==> src/rtl/acc_seq_pkg.sv <==
// Shared types for the accumulation sequencer: state encoding, registered flag set,
// and index-width helper.
package acc_seq_pkg;

  localparam int STATE_W = 3;

  typedef enum logic [STATE_W-1:0] {
    IDLE  = 3'd0,
    CLEAR = 3'd1,
    ACCUM = 3'd2,
    LATCH = 3'd3,
    DONE  = 3'd4
  } state_e;

  typedef struct packed {
    logic clr;
    logic accum;
    logic latch;
    logic done;
    logic busy;
  } flags_t;

  function automatic flags_t decode_flags(input state_e s);
    flags_t f;
    f       = '0;
    f.clr   = (s == CLEAR);
    f.accum = (s == ACCUM);
    f.latch = (s == LATCH);
    f.done  = (s == DONE);
    f.busy  = (s != IDLE);
    return f;
  endfunction

  // A single-entry index still needs one bit of port width.
  function automatic int idx_width(input int n);
    return (n > 1) ? $clog2(n) : 1;
  endfunction

endpackage

==> src/rtl/acc_seq_if.sv <==
// Control/status bundle between the top-level controller (master) and the
// accumulation sequencer (slave).
interface acc_seq_if #(
  parameter int STEP_W  = 4,
  parameter int LAYER_W = 1
);
  import acc_seq_pkg::*;

  logic                 start;
  logic                 stall;
  logic                 abort;
  logic [STEP_W-1:0]    step;
  logic [LAYER_W-1:0]   layer;
  logic                 acc_clr;
  logic                 acc_en;
  logic                 out_latch;
  logic                 busy;
  logic                 done;
  logic [STATE_W-1:0]   state;

  modport master (
    output start, stall, abort,
    input  step, layer, acc_clr, acc_en, out_latch, busy, done, state
  );

  modport slave (
    input  start, stall, abort,
    output step, layer, acc_clr, acc_en, out_latch, busy, done, state
  );

endinterface

==> src/rtl/acc_seq_cnt.sv <==
// Bounded up-counter: saturates at max, synchronous clear has priority over increment.
module acc_seq_cnt #(
  parameter int W = 4
) (
  input  logic         clk,
  input  logic         rst,
  input  logic         clr,
  input  logic         inc,
  input  logic [W-1:0] max,
  output logic [W-1:0] cnt,
  output logic         at_max
);

  assign at_max = (cnt == max);

  always_ff @(posedge clk) begin
    if (rst || clr) begin
      cnt <= '0;
    end else if (inc && !at_max) begin
      cnt <= cnt + 1'b1;
    end
  end

endmodule

==> src/rtl/acc_seq_ctrl.sv <==
// Accumulation sequencer for the MAC array: per-layer clear/accumulate/latch with
// start/done handshake, stall and abort. ACC_SEQ_AUTOLOOP_EN makes runs free-running.
//
//   state | meaning
//   IDLE  | waiting for start
//   CLEAR | clear accumulators, step = 0
//   ACCUM | accumulate one operand per non-stalled cycle
//   LATCH | latch layer result, advance layer or finish
//   DONE  | one-cycle end-of-run pulse
module acc_seq_ctrl
  import acc_seq_pkg::*;
#(
  parameter int STEPS  = 16,
  parameter int LAYERS = 2
) (
  input  logic       clk,
  input  logic       rst,
  acc_seq_if.slave   bus
);

  localparam int STEP_W  = idx_width(STEPS);
  localparam int LAYER_W = idx_width(LAYERS);
  localparam logic [STEP_W-1:0]  STEP_MAX  = STEP_W'(STEPS - 1);
  localparam logic [LAYER_W-1:0] LAYER_MAX = LAYER_W'(LAYERS - 1);

  state_e               state_q;
  state_e               state_d;
  flags_t               flags_q;
  logic                 step_clr;
  logic                 step_inc;
  logic                 step_at_max;
  logic                 layer_clr;
  logic                 layer_inc;
  logic                 layer_at_max;
  logic [STEP_W-1:0]    step_cnt;
  logic [LAYER_W-1:0]   layer_cnt;

  always_ff @(posedge clk) begin
    if (rst) begin
      state_q <= IDLE;
      flags_q <= '0;
    end else begin
      state_q <= state_d;
      flags_q <= decode_flags(state_d);
    end
  end

  always_comb begin
    state_d   = state_q;
    step_inc  = 1'b0;
    layer_inc = 1'b0;
    step_clr  = 1'b0;
    layer_clr = 1'b0;

    unique case (state_q)
      IDLE: begin
        if (bus.start) state_d = CLEAR;
      end
      CLEAR: begin
        state_d = ACCUM;
      end
      ACCUM: begin
        if (!bus.stall) begin
          if (step_at_max) state_d = LATCH;
          else             step_inc = 1'b1;
        end
      end
      LATCH: begin
        if (layer_at_max) begin
          state_d = DONE;
        end else begin
          layer_inc = 1'b1;
          state_d   = CLEAR;
        end
      end
      DONE: begin
`ifdef ACC_SEQ_AUTOLOOP_EN
        state_d = CLEAR;
`else
        state_d = IDLE;
`endif
      end
      default: state_d = IDLE;
    endcase

    if (bus.abort) begin
      state_d   = IDLE;
      step_inc  = 1'b0;
      layer_inc = 1'b0;
    end

    // step keeps its last value through LATCH; layer survives every CLEAR of a run
    step_clr  = (state_d != ACCUM) && (state_d != LATCH);
    layer_clr = (state_d == IDLE) || (state_d == DONE);
  end

  acc_seq_cnt #(.W(STEP_W)) u_step_cnt (
    .clk    (clk),
    .rst    (rst),
    .clr    (step_clr),
    .inc    (step_inc),
    .max    (STEP_MAX),
    .cnt    (step_cnt),
    .at_max (step_at_max)
  );

  acc_seq_cnt #(.W(LAYER_W)) u_layer_cnt (
    .clk    (clk),
    .rst    (rst),
    .clr    (layer_clr),
    .inc    (layer_inc),
    .max    (LAYER_MAX),
    .cnt    (layer_cnt),
    .at_max (layer_at_max)
  );

  assign bus.state     = state_q;
  assign bus.step      = step_cnt;
  assign bus.layer     = layer_cnt;
  assign bus.acc_clr   = flags_q.clr;
  // operand validity is only known in the current cycle, so gate the registered ACCUM flag
  assign bus.acc_en    = flags_q.accum & ~bus.stall;
  assign bus.out_latch = flags_q.latch;
  assign bus.busy      = flags_q.busy;
  assign bus.done      = flags_q.done;

endmodule
==> src/flat_wrapper.sv <==
// flat-port wrapper written by rule: the top's interface ports become plain ports
module acc_seq_ctrl_flat import acc_seq_pkg::*;
#(
  parameter int STEPS  = 16,
  parameter int LAYERS = 2
)
  (clk, rst, bus_start, bus_stall, bus_abort, bus_step, bus_layer, bus_acc_clr, bus_acc_en, bus_out_latch, bus_busy, bus_done, bus_state);
  acc_seq_if bus_i ();
  input  logic clk;
  input  logic rst;
  input wire logic [$bits(bus_i.start)-1:0] bus_start;
  input wire logic [$bits(bus_i.stall)-1:0] bus_stall;
  input wire logic [$bits(bus_i.abort)-1:0] bus_abort;
  output wire logic [$bits(bus_i.step)-1:0] bus_step;
  output wire logic [$bits(bus_i.layer)-1:0] bus_layer;
  output wire logic [$bits(bus_i.acc_clr)-1:0] bus_acc_clr;
  output wire logic [$bits(bus_i.acc_en)-1:0] bus_acc_en;
  output wire logic [$bits(bus_i.out_latch)-1:0] bus_out_latch;
  output wire logic [$bits(bus_i.busy)-1:0] bus_busy;
  output wire logic [$bits(bus_i.done)-1:0] bus_done;
  output wire logic [$bits(bus_i.state)-1:0] bus_state;
  assign bus_i.start = bus_start;
  assign bus_i.stall = bus_stall;
  assign bus_i.abort = bus_abort;
  assign bus_step = bus_i.step;
  assign bus_layer = bus_i.layer;
  assign bus_acc_clr = bus_i.acc_clr;
  assign bus_acc_en = bus_i.acc_en;
  assign bus_out_latch = bus_i.out_latch;
  assign bus_busy = bus_i.busy;
  assign bus_done = bus_i.done;
  assign bus_state = bus_i.state;
  acc_seq_ctrl #(.STEPS(STEPS), .LAYERS(LAYERS)) u_core (.clk(clk), .rst(rst), .bus(bus_i));
endmodule
==> config.mk <==
export PLATFORM = sky130hd
export DESIGN_NAME = acc_seq_ctrl_flat
export DESIGN_NICKNAME = d
export VERILOG_FILES = /design/src/rtl/acc_seq_pkg.sv /design/src/rtl/acc_seq_if.sv /design/src/rtl/acc_seq_cnt.sv /design/src/rtl/acc_seq_ctrl.sv /design/src/flat_wrapper.sv
export SDC_FILE = /design/constraint.sdc
export NUM_CORES = 1
export LEC_CHECK = 0
export ABC_AREA = 1
export CORE_AREA = 2 2 39 41
export CTS_BUF_LIST = sky130_fd_sc_hd__clkbuf_8
export DETAILED_ROUTE_END_ITERATION = 10
export DIE_AREA = 0 0 41 43
export GPL_TIMING_DRIVEN = 0
export HOLD_SLACK_MARGIN = 0.06
export PLACE_DENSITY_LB_ADDON = 0.05
export SYNTH_ARGS = -nofsm -noshare
export SYNTH_HDL_FRONTEND = slang
export SYNTH_SLANG_ARGS = --single-unit
==> constraint.sdc <==
create_clock -name clk -period 3.62 [get_ports clk]
set_input_delay 0.724 -clock clk [delete_from_list [all_inputs] [get_ports clk]]
set_output_delay 0.724 -clock clk [all_outputs]
set_load 0.005 [all_outputs]
==> summary.md, run 1 <==
| Metric | Value |
|---|---|
| Net Switching | `0.0638 mW` |
| Data required time of the worst path | `2.90 ns` |
| Number of vias per cell | `4.58` |
| RePlAce Congestion | `0.696` |
| Synth top area cells | `dfxtp_1 (44%), nand2_1 (7.6%), nor2_1 (7.0%), inv_1 (5.7%), a21oi_2 (4.4%)` |
| Switch share | `21.6%` |
| Number of max-cap violations | `0` |
| Vias in the first global route | `432` |
| Post-Synth Simple-Gate Area | `33.2%` |
| Setup violators final | `0` |
| Die area | `0.00176 mm2` |
| GRT Total Usage | `15.5%` |
| Post-CTS Setup Repair Bufs | `0` |
| Register share of total power | `49.7%` |
| Area Overhead vs Synth | `39.7%` |
| TritonCTS Buffers | `3` |
| Synth Area in XOR/XNOR | `1.48%` |
| Layout cells sized above 1 | `19.1%` |
| Yosys top cell area share | `44.0%` |
| Number of synthesized flops with an enable pin | `0` |
| Clk buf depth | `2` |
| Detailed-route via count | `504` |
| CTS Sinks | `13` |
| Count leader, synth | `dfxtp_1` |
| Worst slew margin | `80.1%` |
| Nets | `101` |
| Setup TNS | `0 ns` |
| Yosys reg bits | `13` |
| Post-Synthesis Net Count | `79` |
| Total congestion overflow | `0` |
| Post-synthesis mux area share | `0%` |
| Clk pwr share | `42.5%` |
| ANT cells | `0` |
| Arrival time worst endpoint | `1.76 ns` |
| Synth Area in Compound Gates | `9.94%` |
| Main combinational cell family by area after synthesis | `simple AND/OR/NAND/NOR gates` |
| Logic gate share of total power | `7.9%` |
| Gates resized, CTS repair | `0` |
| Crit path max fanout | `3` |
| Setup slack at placement | `1.13 ns` |
| Sequential area share after synthesis | `44.0%` |
| Final Hold Viols | `0` |
| Pins over their slew limit | `0` |
| Hold buffers post-CTS | `0` |
| Skew-Pair Late Insertion Delay | `0.24 ns` |
| Worst Setup End Kind | `output port` |
| Leading area contributor after synthesis | `dfxtp_1` |
| Initial DRC Count | `4` |
| Int Pwr | `0.231 mW` |
| Antenna violations before repair | `0` |
| Core area | `0.00138 mm2` |
| Mean Syn Cell Area | `8.11 um2` |
| FMAX | `402 MHz` |
| Post-Syn Area | `592 um2` |
| Critical-path cell list | `clkdlybuf4s50_1 -> nor2_1 -> clkdlybuf4s50_1` |
| Synth Flop Type | `dfxtp_1` |
| Worst min path class | `reg2reg` |
| Total wire length | `1100 um` |
| Post-synth top cells | `dfxtp_1 (13), nand2_1 (12), nor2_1 (11)` |
| Worst path most repeated cell | `clkdlybuf4s50_1` |
| Initial Utilization | `42.8%` |
| Worst vdd ir | `0.000236 V` |
| Final ANT Viol Nets | `0` |
| Startpoint type of the worst setup path | `input pin` |
| Ys async rst share | `0%` |
| Synth warn | `0` |
| Pwr per Cell Area | `357 mW/mm2` |
| Global-route wire length before repair | `1750 um` |
| CTS root buf | `clkbuf_8` |
| Synth unique cells | `21` |
| Wire per inst | `9.96 um` |
| DRC Markers | `0` |
| RSZ-0062 raised after global routing | `false` |
| Die Height | `43 um` |
| Worst Tran Pin Value | `0.298 ns` |
| Period utilization | `68.7%` |
| Lkg Pwr | `0.371 nW` |
| Crit Path Category | `in2out` |
| Fin worst setup slack | `1.13 ns` |
| Slowest cell on the critical path | `clkdlybuf4s50_1` |
| Rows | `14` |
| Setup Skew | `0.00359 ns` |
| Detailed Place HPWL | `814 um` |
| Adder-cell area share of the yosys netlist | `2.11%` |
| Synthesized instance count | `73` |
| # IOs | `18` |
| Status | `complete, no violations` |
| Drt pass-1 iters | `4` |
| H-tree depth | `1` |
| Clock transition at the registers of the reported paths | `0.06 ns` |
| Largest net degree at the start of global routing | `8` |
| CTS tree | `built` |
| Post-layout min period | `2.49 ns` |
| IO Port Bufs | `17` |
| Slowest stage delay, CP | `0.49 ns` |
| Die X | `41 um` |
## cell usage in the layout, fill, tap and decap left out, types with 2 or more instances in the layout
cell and instances:
inv_1 10, clkdlybuf4s50_1 17, dfxtp_1 13, nand3_2 2
inv_2 3, clkbuf_8 3, nand2_2 2, a21oi_2 3
nand2_1 12, a21oi_1 2, nand3_1 5, nor2_1 11
## power by group through the flow
stage / Sequential (mW) / Clock (mW) / Combinational [mW]
2_1_floorplan: 0.150 / 0 / 0.0116
3_3_place_gp: 0.150 / 0 / 0.0235
3_5_place_dp: 0.150 / 0 / 0.0235
4_1_cts: 0.146 / 0.127 / 0.0236
5_1_grt: 0.147 / 0.133 / 0.0256
6_report: 0.146 / 0.125 / 0.0232
## through the flow
step | util (%) | cell area (um2) | power, mW | cells | hold slack, ns
after floorplan | - | 592 | 0.161 | 73 | 0.499
after global placement | 56.5 | 782 | 0.173 | 106 | 0.514
after detailed placement | 56.5 | 782 | 0.173 | 106 | 0.506
after CTS | 59.8 | 827 | 0.297 | 110 | 0.538
after global routing | 59.8 | 827 | 0.306 | 110 | 0.568
final | 59.8 | 827 | 0.295 | 110 | 0.535
## flip-flops by register name, indices dropped and copies added, names as in the netlist
signal and cells:
u_core.u_layer_cnt.cnt 1, u_core.bus.out_latch 1, u_core.flags_q 1, u_core.bus.done 1, u_core.bus.state 3, u_core.bus.acc_clr 1, u_core.u_step_cnt.cnt 4, u_core.bus.busy 1
## path summary, 6_finish.rpt
| kind | startpoint | end | slack [ns] | cells past startpoint |
|---|---|---|---|---|
| worst max register to register | u_core.u_step_cnt.cnt[0]$_SDFFE_PP0P_ | u_core.u_step_cnt.cnt[2]$_SDFFE_PP0P_ | 2.24 | 7 |
| worst min register to register | u_core.u_step_cnt.cnt[0]$_SDFFE_PP0P_ | u_core.u_step_cnt.cnt[0]$_SDFFE_PP0P_ | 0.53 | 2 |
| worst max-delay path | bus_stall | bus_acc_en | 1.13 | 3 |
| worst min-delay path | u_core.u_step_cnt.cnt[0]$_SDFFE_PP0P_ | u_core.u_step_cnt.cnt[0]$_SDFFE_PP0P_ | 0.53 | 2 |
## per-layer routing
layer / vias to the layer above / global-route usage [%] / wire, um
li1: 273 / - / -
met1: 212 / 18.9 / 526
met2: 15 / 21.3 / 462
met3: 4 / 3.66 / 70
met4: 0 / 14.0 / 36
met5: - / 0 / 0
## worst max-delay path, delay by kind of cell
| kind | cells | cell delay (ns) |
|---|---|---|
| AND/OR/NAND/NOR | 1 | 0.11 |
| buffers and inverters | 2 | 0.93 |
## cell families after synthesis
group | after synthesis
adders and majority gates | 1
AOI/OAI and AO/OA | 8
DFF | 13
and+or+nand+nor | 36
buffers and inverters | 14
xor gates and xnor gates | 1
## cell type report
type                    instances  area (um2)
well taps                      16        20.0
inverters                      14        55.1
fillers                       147         557
multi-input cells              46         277
clock buffers                   3        41.3
clock inverters                 1        3.75
flip-flops and latches         13         260
repair buffers                 17         170
(Power assumes the default switching activity.)
==> run 2, diff against run 1 <==
Clock period 3.62 ns to 2.4 ns, I/O delays scaled along.
==> results of run 2 <==
The final DEF is identical to that of run 1. Status: complete, no violations.
Main changes from that run: setup slack after placement 1.13 ns -> 0.399 ns; setup slack after layout 1.13 ns -> 0.401 ns; register-to-register setup slack 2.24 ns -> 1.02 ns; total power 0.295 mW -> 0.445 mW; worst IR drop on VDD 0.000236 V -> 0.000356 V
==> run 3, diff against run 2 <==
Settings changed: CORE_AREA 2 2 39 41 to not set, CORE_MARGIN set to 2, CORE_UTILIZATION set to 42, DIE_AREA 0 0 41 43 to not set.
Clock period 2.4 ns to 1.6 ns, I/O delays scaled along.
==> run 3 against run 2 <==
Compared with the run above: first-iteration DRC count is 25% higher; largest cell class unchanged; clock skew is 0.00051 ns lower; combinational power grew 48%; final area decreased by 0.30%; largest power group unchanged.
==> summary.md, run 3 (same netlist as run 1, synthesis figures left out) <==
| Metric | Value |
|---|---|
| Slowest cell on the critical path | `clkdlybuf4s50_1` |
| Switch share | `21.9%` |
| Min-delay src | `u_core.u_step_cnt.cnt[3]$_SDFFE_PP0P_` |
| Arrival time worst endpoint | `1.19 ns` |
| Period utilization | `94.6%` |
| Number of vias per cell | `4.58 (about the same)` |
| Pwr per Cell Area | `810 mW/mm2` |
| Clk pwr share | `42.6% (about the same)` |
| Total wire length | `1070 um (-2.6%)` |
| Detailed Place HPWL | `801 um (-1.6%)` |
| Final Hold Viols | `0 (unchanged)` |
| Top cell family by delay on the critical path | `buffers and inverters` |
| Layout cells sized above 1 | `19.1% (unchanged)` |
| Worst hold slack | `0.516 ns (-0.0183 ns)` |
| Worst slew margin | `80.4% (+0.29 points)` |
| Post-CTS Setup Repair Bufs | `0 (unchanged)` |
| Worst r2r src | `u_core.u_step_cnt.cnt[0]$_SDFFE_PP0P_` |
| Data required time of the worst path | `1.28 ns` |
| Post-layout min period | `1.51 ns` |
| H-tree depth | `1 (unchanged)` |
| Antenna violations before repair | `0 (unchanged)` |
| FMAX | `660 MHz` |
| Worst Setup End Kind | `output port` |
| Startpoint type of the worst setup path | `flip-flop` |
| Slowest stage delay, CP | `0.54 ns (+0.05 ns)` |
| TritonCTS Buffers | `3 (unchanged)` |
| ANT cells | `0 (unchanged)` |
| Die X | `41.5 um (+1.3%)` |
| Worst path bufs/invs | `1 (-1)` |
| Setup violators final | `0 (unchanged)` |
| RSZ-0062 raised after global routing | `false` |
| Area Overhead vs Synth | `39.3%` |
| Lkg Pwr | `0.372 nW (+0.36%)` |
| Detailed-route via count | `499 (-0.99%)` |
| Final Instance Area | `825 um2 (-0.30%)` |
| GRT Total Usage | `15.7% (+0.22 points)` |
| Wire per inst | `9.80 um (-1.7%)` |
| Final ANT Viol Nets | `0 (unchanged)` |
| Crit path max fanout | `5 (+2)` |
| RePlAce Congestion | `0.805 (+16%)` |
| Most flops, register | `u_core.u_step_cnt.cnt` |
| Worst min path class | `reg2reg` |
| Largest net degree at the start of global routing | `8 (unchanged)` |
| Worst Tran Pin Value | `0.293 ns (-0.00432 ns)` |
| Global-route wire length before repair | `2050 um (+17%)` |
| Die area | `0.00173 mm2 (-2.1%)` |
| Initial Utilization | `45.5% (+2.7 points)` |
| Setup slack at placement | `-0.0853 ns` |
| IO Port Bufs | `17 (unchanged)` |
| Max reg flops | `4 (unchanged)` |
| Worst vdd ir | `0.000569 V` |
| Status | `complete, no violations` |
| Total congestion overflow | `0 (unchanged)` |
| Die Height | `41.5 um (-3.4%)` |
| Commonest non-fill, non-tap cell in the layout | `clkdlybuf4s50_1` |
| Commonest non-fill, non-tap cells in the layout | `clkdlybuf4s50_1 (16), dfxtp_1 (13), nand2_1 (12)` |
| Initial DRC Count | `5 (+1)` |
| Int Pwr | `0.522 mW` |
| Hold depth | `2 (unchanged)` |
| Register share of total power | `49.6% (about the same)` |
| R2R setup slack | `0.23 ns` |
| CTS tree | `built` |
| Logic gate share of total power | `7.7% (-0.2 points)` |
| CTS root buf | `clkbuf_8` |
| CTS Sinks | `13 (unchanged)` |
| Drt pass-1 iters | `2 (-2)` |
| Critical-path cell list | `clkdlybuf4s50_1` |
| Clk buf depth | `2 (unchanged)` |
| Pins over their slew limit | `0 (unchanged)` |
| R2R depth | `7 (unchanged)` |
| Crit Path Category | `reg2out` |
| # IOs | `18 (unchanged)` |
| Cell Area, Placed | `781 um2 (-0.16%)` |
| Rows | `13 (-1)` |
| Fin worst setup slack | `0.0857 ns` |
| FF-to-FF End | `u_core.u_step_cnt.cnt[2]$_SDFFE_PP0P_` |
| DRC Markers | `0 (unchanged)` |
| Vias in the first global route | `470 (+8.8%)` |
| Skew-Pair Late Insertion Delay | `0.24 ns (about the same)` |
| Number of max-cap violations | `0 (unchanged)` |
| Nets | `101 (unchanged)` |
| Hold Path End | `u_core.u_step_cnt.cnt[3]$_SDFFE_PP0P_` |
| Core area | `0.00130 mm2 (-6.0%)` |
| Setup Skew | `0.00307 ns (-0.000511 ns)` |
| Net Switching | `0.146 mW` |
| Clock transition at the registers of the reported paths | `0.06 ns (about the same)` |
==> run 3: changes by cell type in the layout (fill, tap and decap cells not counted) <==
| cell | change |
|---|---|
| clkdlybuf4s50_1 | -1 |
| dlygate4sd2_1 | +1 |
==> run 3: worst register-to-register path, cell delays in order (launching register included) <==
cell	delay, ns
dfxtp_1	0.34
ha_1	0.24
nand3_1	0.12
nand2_1	0.09
nor3_4	0.25
nand3_1	0.11
nand2_1	0.07
nor2_1	0.03
==> run 3: layer usage <==
layer	wire (um)	vias to the layer above	GRT usage [%]
met4	29	0	13.5
met1	559	208	22.3
met3	43	4	3.48
met5	0	-	0
li1	-	272	-
met2	435	15	19.7
==> run 3: per-stage QoR <==
stage	setup TNS, ns	power [mW]	util, %	cells
after floorplan	0	0.365	-	73
after global placement	-0.0821	0.391	60.0	105
after detailed placement	-0.0853	0.392	60.0	105
after CTS	0	0.673	63.4	109
after global routing	0	0.696	63.4	109
final	0	0.668	63.4	109
==> run 3: worst max path at each step <==
stage / to / slack [ns] / from / cells after the start
floorplan: u_core.u_step_cnt.cnt[2]$_SDFFE_PP0P_ / 0.35 / u_core.u_step_cnt.cnt[0]$_SDFFE_PP0P_ / 7
global placement: bus_acc_en / -0.08 / bus_stall / 3
detailed placement: bus_acc_en / -0.09 / bus_stall / 3
CTS: bus_step[2] / 0.1 / u_core.u_step_cnt.cnt[2]$_SDFFE_PP0P_ / 1
global route: bus_acc_en / 0.01 / bus_stall / 3
finish: bus_step[2] / 0.09 / u_core.u_step_cnt.cnt[2]$_SDFFE_PP0P_ / 1
==> run 3: cell type report <==
cell class / count / area [um2]
Fill cell: 118 / 477
Clock buffer: 3 / 41.3
Timing Repair Buffer: 17 / 169
Tap cell: 15 / 18.8
Clock inverter: 1 / 3.75
Inverter: 14 / 55.1
Sequential cell: 13 / 260
Multi-Input combinational cell: 46 / 277
==> run 3: timing repair <==
item	4_1_cts	5_1_grt
hold buffers	0	0
resized for setup	1	0
setup endpoints to repair	1	0
==> run 3: power groups by stage <==
stage          Combinational (mW)  Clock, mW  Sequential (mW)
2_1_floorplan              0.0262          0            0.339
3_3_place_gp               0.0529          0            0.338
3_5_place_dp               0.0532          0            0.338
4_1_cts                    0.0527      0.289            0.331
5_1_grt                    0.0577      0.306            0.332
6_report                   0.0518      0.285            0.331
